**src/rtl/wave_meas_pkg.sv**
```systemverilog
// Shared types and constants for the wave_meas period/high-time meter.
package wave_meas_pkg;

    localparam int DUTY_W    = 8;
    localparam int CNT_W_DEF = 32;

    typedef enum logic [1:0] {
        ST_IDLE = 2'd0,
        ST_ARM  = 2'd1,
        ST_HIGH = 2'd2,
        ST_LOW  = 2'd3
    } wave_state_e;

endpackage

```
**src/rtl/wave_meas_div.sv**
```systemverilog
// Restoring divider producing floor(high*2^DUTY_W/period) one quotient bit per cycle.
// Relies on high < period, so the partial remainder always fits in CNT_W bits.
module wave_meas_div
    import wave_meas_pkg::*;
#(
    parameter int CNT_W = CNT_W_DEF
) (
    input  logic              CLK,
    input  logic              RESET,
    input  logic              start,
    input  logic [CNT_W-1:0]  high,
    input  logic [CNT_W-1:0]  period,
    output logic              busy,
    output logic              done,
    output logic [DUTY_W-1:0] quot
);
    logic [CNT_W-1:0]  rem_q, rem_d;
    logic [CNT_W-1:0]  dvs_q, dvs_d;
    logic [DUTY_W-1:0] quot_q, quot_d;
    logic [3:0]        iter_q, iter_d;
    logic              run_q, run_d;
    logic              done_q, done_d;
    logic [CNT_W:0]    rem_x2;
    logic [CNT_W:0]    rem_diff;

    always_comb begin
        rem_d    = rem_q;
        dvs_d    = dvs_q;
        quot_d   = quot_q;
        iter_d   = iter_q;
        run_d    = run_q;
        done_d   = 1'b0;
        rem_x2   = {rem_q, 1'b0};
        rem_diff = rem_x2 - {1'b0, dvs_q};
        if (start) begin
            rem_d  = high;
            dvs_d  = period;
            quot_d = '0;
            iter_d = '0;
            run_d  = 1'b1;
        end else if (run_q) begin
            if (rem_x2 >= {1'b0, dvs_q}) begin
                rem_d  = rem_diff[CNT_W-1:0];
                quot_d = {quot_q[DUTY_W-2:0], 1'b1};
            end else begin
                rem_d  = rem_x2[CNT_W-1:0];
                quot_d = {quot_q[DUTY_W-2:0], 1'b0};
            end
            iter_d = iter_q + 4'd1;
            if (iter_q == 4'(DUTY_W - 1)) begin
                run_d  = 1'b0;
                done_d = 1'b1;
            end
        end
    end

    always_ff @(posedge CLK or negedge RESET) begin
        if (!RESET) begin
            rem_q  <= '0;
            dvs_q  <= '0;
            quot_q <= '0;
            iter_q <= '0;
            run_q  <= 1'b0;
            done_q <= 1'b0;
        end else begin
            rem_q  <= rem_d;
            dvs_q  <= dvs_d;
            quot_q <= quot_d;
            iter_q <= iter_d;
            run_q  <= run_d;
            done_q <= done_d;
        end
    end

    // Busy also covers the done cycle so the owner can consume quot before a restart.
    assign busy = run_q | done_q;
    assign done = done_q;
    assign quot = quot_q;

endmodule

```
**src/rtl/wave_meas.sv**
```systemverilog
// wave_meas: continuous period / high-time meter for an asynchronous input.
// Define WAVE_MEAS_DUTY_CODE_EN to add the duty_code divider (adds 9 cycles latency).
module wave_meas
    import wave_meas_pkg::*;
#(
    parameter int          CNT_W   = CNT_W_DEF,
    parameter int unsigned TIMEOUT = 32'hFFFF_FFFF
) (
    input  logic              CLK,
    input  logic              RESET,
    input  logic              sig_in,
    input  logic              enable,
    input  logic              meas_ack,
    output logic [CNT_W-1:0]  meas_period,
    output logic [CNT_W-1:0]  meas_high,
    output logic [DUTY_W-1:0] duty_code,
    output logic              meas_valid,
    output logic              overrun,
    output logic              timeout,
    output wave_state_e       state_dbg
);
    localparam logic [CNT_W-1:0] TIMEOUT_C = CNT_W'(TIMEOUT);
    localparam logic [CNT_W-1:0] ONE       = CNT_W'(1);

    logic        sync1_q, sync1_d, sync2_q, sync2_d, sync3_q, sync3_d;
    logic        rise, fall;
    wave_state_e state_q, state_d;
    logic [CNT_W-1:0] period_q, period_d, high_q, high_d;
    logic        cmpl, to_hit;
    logic        timeout_q, timeout_d;
    logic        cap_vld_q, cap_vld_d;
    logic [CNT_W-1:0] cap_period_q, cap_period_d, cap_high_q, cap_high_d;

    always_comb begin
        sync1_d = sig_in;
        sync2_d = sync1_q;
        sync3_d = sync2_q;
        rise    = sync2_q & ~sync3_q;
        fall    = ~sync2_q & sync3_q;
    end

    // A completing rise latches the running counts and reloads to 1, so no period is lost.
    always_comb begin
        state_d  = state_q;
        period_d = period_q;
        high_d   = high_q;
        cmpl     = 1'b0;
        to_hit   = 1'b0;
        if (!enable) begin
            state_d  = ST_IDLE;
            period_d = '0;
            high_d   = '0;
        end else begin
            case (state_q)
                ST_IDLE: state_d = ST_ARM;
                ST_ARM: begin
                    if (rise) begin
                        state_d  = ST_HIGH;
                        period_d = ONE;
                        high_d   = ONE;
                    end
                end
                ST_HIGH: begin
                    if (period_q >= TIMEOUT_C) begin
                        to_hit   = 1'b1;
                        state_d  = ST_ARM;
                        period_d = '0;
                        high_d   = '0;
                    end else if (fall) begin
                        state_d  = ST_LOW;
                        period_d = period_q + ONE;
                    end else begin
                        period_d = period_q + ONE;
                        high_d   = high_q + ONE;
                    end
                end
                ST_LOW: begin
                    if (period_q >= TIMEOUT_C) begin
                        to_hit   = 1'b1;
                        state_d  = ST_ARM;
                        period_d = '0;
                        high_d   = '0;
                    end else if (rise) begin
                        cmpl     = 1'b1;
                        state_d  = ST_HIGH;
                        period_d = ONE;
                        high_d   = ONE;
                    end else begin
                        period_d = period_q + ONE;
                    end
                end
                default: state_d = ST_IDLE;
            endcase
        end
        timeout_d    = to_hit;
        cap_vld_d    = cmpl;
        cap_period_d = cmpl ? period_q : cap_period_q;
        cap_high_d   = cmpl ? high_q : cap_high_q;
    end

    always_ff @(posedge CLK or negedge RESET) begin
        if (!RESET) begin
            sync1_q      <= 1'b0;
            sync2_q      <= 1'b0;
            sync3_q      <= 1'b0;
            state_q      <= ST_IDLE;
            period_q     <= '0;
            high_q       <= '0;
            timeout_q    <= 1'b0;
            cap_vld_q    <= 1'b0;
            cap_period_q <= '0;
            cap_high_q   <= '0;
        end else begin
            sync1_q      <= sync1_d;
            sync2_q      <= sync2_d;
            sync3_q      <= sync3_d;
            state_q      <= state_d;
            period_q     <= period_d;
            high_q       <= high_d;
            timeout_q    <= timeout_d;
            cap_vld_q    <= cap_vld_d;
            cap_period_q <= cap_period_d;
            cap_high_q   <= cap_high_d;
        end
    end

    logic             latch, drop;
    logic [CNT_W-1:0] new_period, new_high;

`ifdef WAVE_MEAS_DUTY_CODE_EN
    logic              div_busy, div_done, div_start;
    logic [DUTY_W-1:0] div_quot;
    logic [DUTY_W-1:0] duty_q, duty_d;
    logic [CNT_W-1:0]  hold_period_q, hold_period_d, hold_high_q, hold_high_d;

    // Completions arriving while the divider is still working are discarded.
    always_comb begin
        div_start     = cap_vld_q & ~div_busy;
        drop          = cap_vld_q & div_busy;
        latch         = div_done;
        hold_period_d = div_start ? cap_period_q : hold_period_q;
        hold_high_d   = div_start ? cap_high_q : hold_high_q;
        new_period    = hold_period_q;
        new_high      = hold_high_q;
        duty_d        = div_done ? div_quot : duty_q;
    end

    always_ff @(posedge CLK or negedge RESET) begin
        if (!RESET) begin
            hold_period_q <= '0;
            hold_high_q   <= '0;
            duty_q        <= '0;
        end else begin
            hold_period_q <= hold_period_d;
            hold_high_q   <= hold_high_d;
            duty_q        <= duty_d;
        end
    end

    wave_meas_div #(.CNT_W(CNT_W)) u_div (
        .CLK    (CLK),
        .RESET  (RESET),
        .start  (div_start),
        .high   (cap_high_q),
        .period (cap_period_q),
        .busy   (div_busy),
        .done   (div_done),
        .quot   (div_quot)
    );

    assign duty_code = duty_q;
`else
    always_comb begin
        latch      = cap_vld_q;
        drop       = 1'b0;
        new_period = cap_period_q;
        new_high   = cap_high_q;
    end

    assign duty_code = '0;
`endif

    // meas_valid/meas_ack: a result stays valid until a cycle with meas_ack=1; a new
    // result latching in that same cycle keeps it valid. Unacked overwrite sets overrun.
    logic             meas_valid_q, meas_valid_d, overrun_q, overrun_d;
    logic [CNT_W-1:0] meas_period_q, meas_period_d, meas_high_q, meas_high_d;

    always_comb begin
        meas_period_d = latch ? new_period : meas_period_q;
        meas_high_d   = latch ? new_high : meas_high_q;
        meas_valid_d  = (meas_valid_q & ~meas_ack) | latch;
        overrun_d     = meas_ack ? 1'b0 : (overrun_q | (latch & meas_valid_q) | drop);
    end

    always_ff @(posedge CLK or negedge RESET) begin
        if (!RESET) begin
            meas_period_q <= '0;
            meas_high_q   <= '0;
            meas_valid_q  <= 1'b0;
            overrun_q     <= 1'b0;
        end else begin
            meas_period_q <= meas_period_d;
            meas_high_q   <= meas_high_d;
            meas_valid_q  <= meas_valid_d;
            overrun_q     <= overrun_d;
        end
    end

    assign meas_period = meas_period_q;
    assign meas_high   = meas_high_q;
    assign meas_valid  = meas_valid_q;
    assign overrun     = overrun_q;
    assign timeout     = timeout_q;
    assign state_dbg   = state_q;

endmodule

```
**config.mk**
```make
export PLATFORM = sky130hd
export DESIGN_NAME = wave_meas
export DESIGN_NICKNAME = d
export VERILOG_FILES = /design/src/rtl/wave_meas_pkg.sv /design/src/rtl/wave_meas_div.sv /design/src/rtl/wave_meas.sv
export SDC_FILE = /design/constraint.sdc
export NUM_CORES = 1
export LEC_CHECK = 0
export ABC_CLOCK_PERIOD_IN_PS = 3740
export CAP_MARGIN = 30
export CORE_MARGIN = 1
export CORE_UTILIZATION = 40
export CTS_BUF_LIST = sky130_fd_sc_hd__clkbuf_16
export CTS_CLUSTER_DIAMETER = 100
export DETAILED_ROUTE_END_ITERATION = 6
export PLACE_DENSITY = 0.6
export SKIP_CTS_REPAIR_TIMING = 1
export SLEW_MARGIN = 20
export SYNTH_ARGS = -nofsm -noshare
export SYNTH_HDL_FRONTEND = slang
export SYNTH_HIERARCHICAL = 1
export SYNTH_SLANG_ARGS = --single-unit
```
**constraint.sdc**
```tcl
create_clock -name CLK -period 3.74 [get_ports CLK]
set_input_delay 0.561 -clock CLK [delete_from_list [all_inputs] [get_ports CLK]]
set_output_delay 0.561 -clock CLK [all_outputs]
set_load 0.005 [all_outputs]
```
==> impl_metrics.ini <==
[sta]
tightest_slew_ns = 0.852
finalClockSkew_ns = 0.00939
drv_slew = 0
hold_viol = 0
finalCritPeriodShare = 0.738
relSlewSlack = 0.427
tns_ns = 0
finalSetupViolCount = 0
fmax_mhz = 363
grt_setup_unrepaired = false
fin_hold_ws_ns = 0.146
period_needed_ns = 2.76

[critical_path]
end_kind = flip-flop
timing.rr.start = state_dbg[0]$_DFFE_PN0P_
cp_num_buf_inv = 1
path_class = reg2reg
crit_path_start_kind = flip-flop
cp_slowest_stage_delay_ns = 0.71
r2r_cells = 7
critPathMaxFanout = 19
worst_path_max_delay_cell = dfrtp_1
cp_top_family = simple AND/OR/NAND/NOR gates
critPathRequiredTime_ns = 4.11
path_cells = nand3b_1 -> nand3_1 -> buf_4 -> nand4_1 -> nor4_1 -> xnor2_1 -> nor2_1
timing.rr.end = period_q[23]$_DFFE_PN0P_
reg2reg_slack_ns = 0.98
crit_arrival_ns = 3.12

[floorplanning]
die_w_um = 154
rows = 55
io_pins = 82
core_area_mm2 = 0.0226
dieArea_mm2 = 0.0236
die_height_um = 154
start_util = 0.407

[route]
drt_iter0_markers = 461
drt_wl_total_mm = 19.3
avgRoutedWirePerCell_um = 16.8
drc_errors = 0
drtAntennaViolNets = 0
first_pass_iters = 5
vias = 6341
vias_per_cell = 5.52

[logic_synthesis]
yosys_warnings = 6
synth_ff_type = dfrtp_1
synth-xor-area-share = 0.0219
synth_area_mm2 = 0.00918
synth_top_family_by_area = multiplexers
synth_mux_area_frac = 0.176
synth_seq_cells = 201
synth-compound-area-share = 0.0763
yosys.area_share.simple = 0.143
seq_area_frac_synth = 0.548
synth_edf_count = 0
async_flop_share = 1.00
synth_fa_ha_area_frac = 0.00273
syn_inst = 775
syn_area_per_cell_um2 = 11.8
synth.distinct_cells = 62

[pwr]
peakVddDrop_uv = 269
power_density_mw_per_mm2 = 408
p_leak_nw = 4.84

[finish]
num_antenna_cells = 0
area_growth_pct = 19.0
drive_above_1_share = 0.226
fin_nets = 855

[worst_hold_path]
hold_path_class = in2async

[placement]
dp_hpwl_mm = 12.7
place.gp.congestion = 0.832
io_buffer_count = 73

[global_routing]
grt_first_pass_wirelength_mm = 32.6
grt_antenna_before_repair = 0
grt_max_degree = 102
overflow = 0
grt_pass1_vias = 6111
grt_usage = 0.168

[cts]
cts_buffer_depth = 3
path_clk_slew_ns = 0.06
clock-root-buffer = clkbuf_16
clk_latency_ns = 0.50
tritoncts = done
cts_buffers = 22
htree_levels = 1
clock-sinks = 201

[job]
maxCapViolCount = 0

[outcome]
status = finished clean
-- worst max-delay path by stage --
stage                             start                         end  slack (ns)  cells past startpoint
2_1_floorplan     high_q[0]$_DFFE_PN0P_      high_q[24]$_DFFE_PN0P_        1.38                      8
3_3_place_gp                     enable  cap_high_q[22]$_DFFE_PN0P_        0.99                      5
3_5_place_dp                     enable  cap_high_q[23]$_DFFE_PN0P_        0.94                      5
4_1_cts         period_q[0]$_DFFE_PN0P_       high_q[9]$_DFFE_PN0P_        0.98                      7
5_1_grt        state_dbg[0]$_DFFE_PN0P_    period_q[23]$_DFFE_PN0P_        0.68                      7
6_report       state_dbg[0]$_DFFE_PN0P_    period_q[23]$_DFFE_PN0P_        0.98                      7
-- flip-flops by register name, indices dropped and copies added, names as in the netlist, 2 cells and up --
signal / flops
cap_high_q: 32
cap_period_q: 32
high_q: 32
meas_high: 32
meas_period: 32
period_q: 32
state_dbg: 2
-- through the flow --
step | setup WS [ns] | std cells | total power (W) | utilization | instance area [um2]
detailed placement | 0.941 | 1107 | 0.00239 | 0.452 | 10200
finish | 0.981 | 1148 | 0.00446 | 0.484 | 10900
global placement | 0.988 | 1106 | 0.00239 | 0.451 | 10200
CTS | 0.984 | 1146 | 0.00453 | 0.483 | 10900
global route | 0.679 | 1148 | 0.00465 | 0.484 | 10900
floorplan | 1.38 | 782 | 0.00231 | - | 9210
-- cell type report --
class                   count  area, um2
clock buffers              23        576
fillers                  2019      11600
inverters                  10       37.5
repair buffers             90        903
well taps                 285        357
clock inverters            16        129
multi-input cells         523       3890
flip-flops and latches    201       5030
-- per-layer routing --
metal  track usage  part of all wire  vias to the layer above
li1              -                 -                     2970
met3        0.0302             0.067                       30
met5             0                 0                        -
met1         0.264              0.50                     3153
met4        0.0490             0.018                        0
met2         0.233              0.41                      188
-- cells by family after synthesis --
family,count (synthesis)
and+or+nand+nor,252
DFF,201
muxes,130
AOI/OAI and AO/OA,108
xor gates and xnor gates,23
adders and majority gates,2
buffers and inverters,58
other,1
-- report_power, final --
part / switching [W] / total (W) / internal [W]
combinational: 0.000111 / 0.000155 / 0.0000434
clock: 0.000860 / 0.00211 / 0.00125
sequential: 0.0000150 / 0.00220 / 0.00218
-- cells in the final DEF, fill, tap and decap left out, drive strengths merged, types with 9 or more instances in the layout --
| master | synthesis | routed |
|---|---|---|
| xnor2 | 14 | 14 |
| and3 | 10 | 10 |
| nand4 | 20 | 20 |
| nor2 | 50 | 50 |
| buf | 17 | 17 |
| clkinv | 1 | 12 |
| clkbuf | 31 | 24 |
| clkdlybuf4s50 | 0 | 72 |
| dfrtp | 201 | 201 |
| xor2 | 9 | 9 |
| o21ai | 18 | 18 |
| nor3 | 21 | 21 |
| a31oi | 20 | 20 |
| a21oi | 27 | 27 |
| inv | 9 | 11 |
| nand2 | 53 | 53 |
| or3 | 10 | 10 |
| nand3 | 44 | 44 |
| mux2 | 128 | 128 |
-- synth_stat cells (6+ instances only) --
cell type,n,share of area
or3_1,10,0.0068
mux2_4,40,0.065
xor2_1,9,0.0086
nor4_1,7,0.0048
inv_1,9,0.0037
dfrtp_1,201,0.55
a21oi_1,27,0.015
buf_4,8,0.0065
buf_6,6,0.0074
or4_1,7,0.0057
nand2_1,53,0.022
clkbuf_1,31,0.013
nand2b_1,7,0.0048
nand3_1,44,0.024
and4_1,7,0.0067
and3_1,10,0.0068
a31oi_1,20,0.014
nor2_1,49,0.020
nand4_1,19,0.013
nor3_1,18,0.0098
mux2_2,85,0.10
xnor2_1,14,0.013
o21ai_0,18,0.0098
Power figures use the tool's default switching activity.
